**config.mk**
```make
export PLATFORM = sky130hd
export DESIGN_NAME = ps2_host_tx
export DESIGN_NICKNAME = d
export VERILOG_FILES = /design/src/rtl/ps2_pkg.sv /design/src/rtl/ps2_sync.sv /design/src/rtl/ps2_host_tx.sv
export SDC_FILE = /design/constraint.sdc
export NUM_CORES = 1
export LEC_CHECK = 0
export ABC_AREA = 1
export BUFFER_PORTS_ARGS = -buffer_cell sky130_fd_sc_hd__buf_4
export CAP_MARGIN = 20
export CORE_ASPECT_RATIO = 0.9
export CORE_MARGIN = 3
export CORE_UTILIZATION = 65
export CTS_CLUSTER_DIAMETER = 30
export DETAILED_ROUTE_END_ITERATION = 10
export PLACE_DENSITY = 0.94
export SYNTH_ARGS = -nofsm -noshare
export SYNTH_HDL_FRONTEND = slang
export SYNTH_SLANG_ARGS = --single-unit
export TNS_END_PERCENT = 30
```
**constraint.sdc**
```tcl
create_clock -name clk_i -period 3.3 [get_ports clk_i]
set_input_delay 0.495 -clock clk_i [delete_from_list [all_inputs] [get_ports clk_i]]
set_output_delay 0.495 -clock clk_i [all_outputs]
set_load 0.02 [all_outputs]
```
**src/rtl/ps2_pkg.sv**
```systemverilog
// Shared PS/2 definitions: transmitter state encoding, frame length and parity helper.
// Used by both the host transmitter and the keyboard receiver.
package ps2_pkg;

    localparam int unsigned PS2_FRAME_BITS = 10;

    typedef enum logic [2:0] {
        ST_IDLE,
        ST_INHIBIT,
        ST_REQ,
        ST_XFER,
        ST_ACK,
        ST_WAIT_IDLE
    } ps2_tx_state_t;

    // Odd parity: the returned bit makes the total count of ones in byte+parity odd.
    function automatic logic odd_parity(input logic [7:0] b);
        return ~^b;
    endfunction

endpackage

```
**src/rtl/ps2_sync.sv**
```systemverilog
// Two-flop synchronizer for one raw PS/2 pin plus a falling-edge strobe.
// Flops reset high so an idle (pulled-up) line never produces a spurious edge.
module ps2_sync (
    input  logic clk_i,
    input  logic resetn,
    input  logic async_i,
    output logic sync_o,
    output logic fall_o
);

    logic s1;
    logic s2;
    logic s_prev;

    always_ff @(posedge clk_i or negedge resetn) begin
        if (!resetn) begin
            s1     <= 1'b1;
            s2     <= 1'b1;
            s_prev <= 1'b1;
        end else begin
            s1     <= async_i;
            s2     <= s1;
            s_prev <= s2;
        end
    end

    assign sync_o = s2;
    assign fall_o = s_prev & ~s2;

endmodule

```
**src/rtl/ps2_host_tx.sv**
```systemverilog
// Host-to-device PS/2 transmitter: inhibit, request-to-send, 10 device-clocked bits,
// acknowledge check and bus-idle wait, with an overall timeout from clock release.
module ps2_host_tx
    import ps2_pkg::*;
#(
    parameter int unsigned INHIBIT_CYCLES = 1000,
    parameter int unsigned TIMEOUT_CYCLES = 150000
) (
    input  logic       clk_i,
    input  logic       resetn,
    input  logic [7:0] tx_data_i,
    input  logic       tx_valid_i,
    output logic       tx_ready_o,
    input  logic       kclk_i,
    input  logic       kdata_i,
    output logic       kclk_oe_o,
    output logic       kdata_oe_o,
    output logic       done_o,
    output logic       ack_err_o,
    output logic       timeout_o
);

    localparam int unsigned INH_W = $clog2(INHIBIT_CYCLES + 1);
    localparam int unsigned TO_W  = $clog2(TIMEOUT_CYCLES + 1);
    localparam logic [INH_W-1:0] INH_LOAD = INH_W'(INHIBIT_CYCLES);
    localparam logic [TO_W-1:0]  TO_LIMIT = TO_W'(TIMEOUT_CYCLES);
    localparam logic [3:0]       LAST_BIT = 4'(PS2_FRAME_BITS - 1);

    ps2_tx_state_t               state;
    logic [PS2_FRAME_BITS-1:0]   frame;
    logic [INH_W-1:0]            inh_cnt;
    logic [TO_W-1:0]             to_cnt;
    logic [TO_W-1:0]             to_next;
    logic [3:0]                  bitcnt;
    logic                        ack_err_pend;

    logic kclk_s;
    logic kclk_fall;
    logic kdata_s;
    logic kdata_fall_unused;

    ps2_sync u_sync_kclk (
        .clk_i   (clk_i),
        .resetn  (resetn),
        .async_i (kclk_i),
        .sync_o  (kclk_s),
        .fall_o  (kclk_fall)
    );

    ps2_sync u_sync_kdata (
        .clk_i   (clk_i),
        .resetn  (resetn),
        .async_i (kdata_i),
        .sync_o  (kdata_s),
        .fall_o  (kdata_fall_unused)
    );

    assign to_next = to_cnt + TO_W'(1);

    always_ff @(posedge clk_i or negedge resetn) begin
        if (!resetn) begin
            state        <= ST_IDLE;
            frame        <= '0;
            inh_cnt      <= '0;
            to_cnt       <= '0;
            bitcnt       <= '0;
            ack_err_pend <= 1'b0;
            tx_ready_o   <= 1'b1;
            kclk_oe_o    <= 1'b0;
            kdata_oe_o   <= 1'b0;
            done_o       <= 1'b0;
            ack_err_o    <= 1'b0;
            timeout_o    <= 1'b0;
        end else begin
            done_o    <= 1'b0;
            ack_err_o <= 1'b0;
            timeout_o <= 1'b0;

            case (state)
                ST_IDLE: begin
                    if (tx_valid_i && tx_ready_o) begin
                        frame      <= {1'b1, odd_parity(tx_data_i), tx_data_i};
                        inh_cnt    <= INH_LOAD;
                        kclk_oe_o  <= 1'b1;
                        tx_ready_o <= 1'b0;
                        state      <= ST_INHIBIT;
                    end
                end

                ST_INHIBIT: begin
                    if (inh_cnt == INH_W'(1)) begin
                        inh_cnt    <= '0;
                        kdata_oe_o <= 1'b1;
                        state      <= ST_REQ;
                    end else begin
                        inh_cnt <= inh_cnt - INH_W'(1);
                    end
                end

                ST_REQ: begin
                    kclk_oe_o <= 1'b0;
                    to_cnt    <= '0;
                    bitcnt    <= '0;
                    state     <= ST_XFER;
                end

                ST_XFER, ST_ACK, ST_WAIT_IDLE: begin
                    // Timeout wins over any edge arriving in the same cycle.
                    if (to_next == TO_LIMIT) begin
                        to_cnt     <= '0;
                        kclk_oe_o  <= 1'b0;
                        kdata_oe_o <= 1'b0;
                        done_o     <= 1'b1;
                        timeout_o  <= 1'b1;
                        tx_ready_o <= 1'b1;
                        state      <= ST_IDLE;
                    end else begin
                        to_cnt <= to_next;
                        if (state == ST_XFER) begin
                            if (kclk_fall) begin
                                kdata_oe_o <= ~frame[bitcnt];
                                bitcnt     <= bitcnt + 4'd1;
                                if (bitcnt == LAST_BIT) begin
                                    state <= ST_ACK;
                                end
                            end
                        end else if (state == ST_ACK) begin
                            if (kclk_fall) begin
                                ack_err_pend <= kdata_s;
                                state        <= ST_WAIT_IDLE;
                            end
                        end else begin
                            if (kclk_s && kdata_s) begin
                                to_cnt     <= '0;
                                done_o     <= 1'b1;
                                ack_err_o  <= ack_err_pend;
                                tx_ready_o <= 1'b1;
                                state      <= ST_IDLE;
                            end
                        end
                    end
                end

                default: begin
                    kclk_oe_o  <= 1'b0;
                    kdata_oe_o <= 1'b0;
                    tx_ready_o <= 1'b1;
                    state      <= ST_IDLE;
                end
            endcase
        end
    end

endmodule

```
==> results.ini <==
[final_layout]
antenna_cells=0
nNetsFinal=479
finish.utilization_pct=79.5
area_growth_pct=12.7
drive_gt1_share_pct=15.5
n_fill_cell=311
finalNonFillerCells=528

[cts]
numCtsBuffers=9
post_cts_resized=0
clkTransAtPathRegs_ns=0.07
post-cts-setup-buffers=0
cts_buffer_depth=2
cts_tree=built
cts.sinks=57
insertion_delay_ns=0.35
cts-root-buf=clkbuf_8
cts_hold_buf=0
htree_levels=3

[yosys]
synth_seq_area_share_pct=43.6
synth.top_cell.area_share_pct=38.8
synth_seq_cells=57
synth_most_common_cell=nand2_1
synth-edff-count=0
syn_avg_cell_area_um2=7.55
synth_cells=436
synthDistinctLibCells=39
synth_area_leaders=dfrtp_1, nand2_1, inv_1
syn_area_mm2=0.00329
synth-async-reset-ratio_pct=100
syn_nets=454
yosys_warnings=0
synth_commonest_cells=nand2_1, inv_1, dfrtp_1
synth_ff_type=dfrtp_1
synth_top_area_cell=dfrtp_1

[floorplan]
die_h_um=73.5
die_w_um=81
start_util_pct=70.6
coreArea_mm2=0.00466
row_count=23
die_area_mm2=0.00595
io_pins=19

[critical_path]
crit_family=simple AND/OR/NAND/NOR gates
cp-start-kind=flop
cp_max_fo=10
worst-path-buf-inv=2
crit_path_end_kind=flop
worstPathArrival_ns=2.53
reg2reg_slack_ns=1.00
slowest_stage=dfrtp_1
path_common_cell=nand2_1
required_ns=3.53
criticalPathCategory=flop to flop
path_cells=ha_1 -> nand3_2 -> inv_2 -> nand3_1 -> nand2_1 -> nand2_1 -> nor2_1 -> nand2_1 -> nor2_2 -> nand2_4 -> inv_2 -> o21ai_0 -> o21ai_1 -> nand2_1
cp_slowest_stage_delay_ns=0.43

[power_and_ir_drop]
power_density_mw_per_mm2=769
swShare_pct=41.2
seq_power_share_pct=34.8
vdd.ir_drop.worst_mv=0.502
finalPower_mw=2.85
clock_power_share_pct=26.4
power.switching_mw=1.17
p_int_mw=1.68
p_leak_nw=1.74
comb_power_share_pct=38.8

[timing]
tns_ns=0
layout_setup_ws_ns=1.00
finalCriticalPeriod_ns=2.30
fin_skew_ns=0.0107
slew_headroom_pct=54.0
final_max_slew_viol_count=0
finalSetupViolations=0
final-hold-violation-count=0
worst_pin_slew_ns=0.690
fmax_mhz=435
post-route-period-util_pct=69.7
rsz0062_at_grt=false

[grt]
antenna_found_initial=0
grt_max_degree=58
first_global_vias=2898
overflow=0
grt_use_total_pct=29.1
grt_pass1_wl_mm=13.1

[detailed_routing]
drc_errors=0
ant_nets=0
drt_pass1_iterations=5
drt_iter0_markers=353
routed-via-count=3084
drt-vias-per-instance=5.84
wl_per_cell_um=14.4
wirelength_mm=7.60

[job]
cap_violations=0

[run_status]
status=complete, no violations

[place]
place_ws_ns=1.09
gp_congestion=0.952
numPortBuffers=18
place_inst=512
detailed_place_hpwl_mm=5.19

[hold_path]
hp-class=input port to asynchronous set/reset pin

[state kept, by name, indices dropped and copies added (netlist names), 3 cells and up]
register and count:
inh_cnt 10, bitcnt 4, frame 10, state 3, to_cnt 18
[final cells by class]
class	count	area, um2	share of cell area, %
Timing Repair Buffer	19	143	3.85
Tap cell	62	77.6	2.09
Clock inverter	5	77.6	2.09
Inverter	60	225	6.07
Multi-Input combinational cell	314	1600	43.1
Sequential cell	57	1430	38.7
Clock buffer	11	151	4.08
[metal layers]
layer	track usage, %	vias to the layer above	share of wire (%)
li1	-	1444	-
met2	47.8	156	49
met5	0	-	0
met3	7.97	24	7.9
met4	10.3	0	2.1
met1	37.1	1460	41
[power groups by stage]
stage	combinational, mW	sequential [mW]	clock [mW]
final	1.11	0.993	0.751
after CTS	1.09	0.990	0.754
after floorplan	0.817	0.986	0
after global placement	1.01	0.992	0
after global routing	1.24	1.01	0.787
after detailed placement	1.06	1.00	0
[worst register-to-register path, stage by stage, from the launching register on]
cell and delay (ns):
dfrtp_1 0.43, ha_1 0.23, nand3_2 0.13, inv_2 0.15, nand3_1 0.11, nand2_1 0.08
nand2_1 0.08, nor2_1 0.15, nand2_1 0.08, nor2_2 0.15, nand2_4 0.13, inv_2 0.10
o21ai_0 0.12, o21ai_1 0.17, nand2_1 0.08
[through the flow]
stage                     cell area [um2]  hold slack, ns
after floorplan                      3290           0.199
after global placement               3480           0.347
after detailed placement             3480           0.350
after CTS                            3710           0.219
after global routing                 3710           0.238
final                                3710           0.190
[path summary, 6_finish.rpt]
| path | startpoint | end | cells past startpoint |
|---|---|---|---|
| setup / recovery | to_cnt[1] | kdata_oe_o | 14 |
| hold / removal | resetn | to_cnt[7] | 1 |
| setup reg to reg | to_cnt[1] | kdata_oe_o | 14 |
| hold reg to reg | u_sync_kdata.s1 | u_sync_kdata.sync_o | 0 |
| max in group asynchronous | resetn | to_cnt[11] | 1 |
| min in group clk_i | kdata_i | u_sync_kdata.s1 | 1 |
[cell usage in the layout, fill, tap and decap left out, types with 7 or more instances in the layout]
cell and instances:
nand2_1 128, nor3_1 7, nand4_1 11, xnor2_1 8, buf_4 19, a21oi_1 13, o21ai_0 27, dfrtp_1 51
clkbuf_8 11, inv_1 54, nand3_1 18, o21ai_1 13, nor2_1 40, nor2_2 7
[kinds of logic (layout without fill, tap and decap cells)]
kind of cell / count (synthesis) / count (layout) / synth area share, %
xor gates and xnor gates: 14 / 14 / 3.73
buffers and inverters: 65 / 95 / 7.83
DFF: 57 / 57 / 43.6
adders and majority gates: 5 / 5 / 1.90
muxes: 1 / 1 / 0.304
AOI/OAI and AO/OA: 61 / 61 / 10.3
and+or+nand+nor: 233 / 233 / 32.4
(Power assumes the default switching activity.)
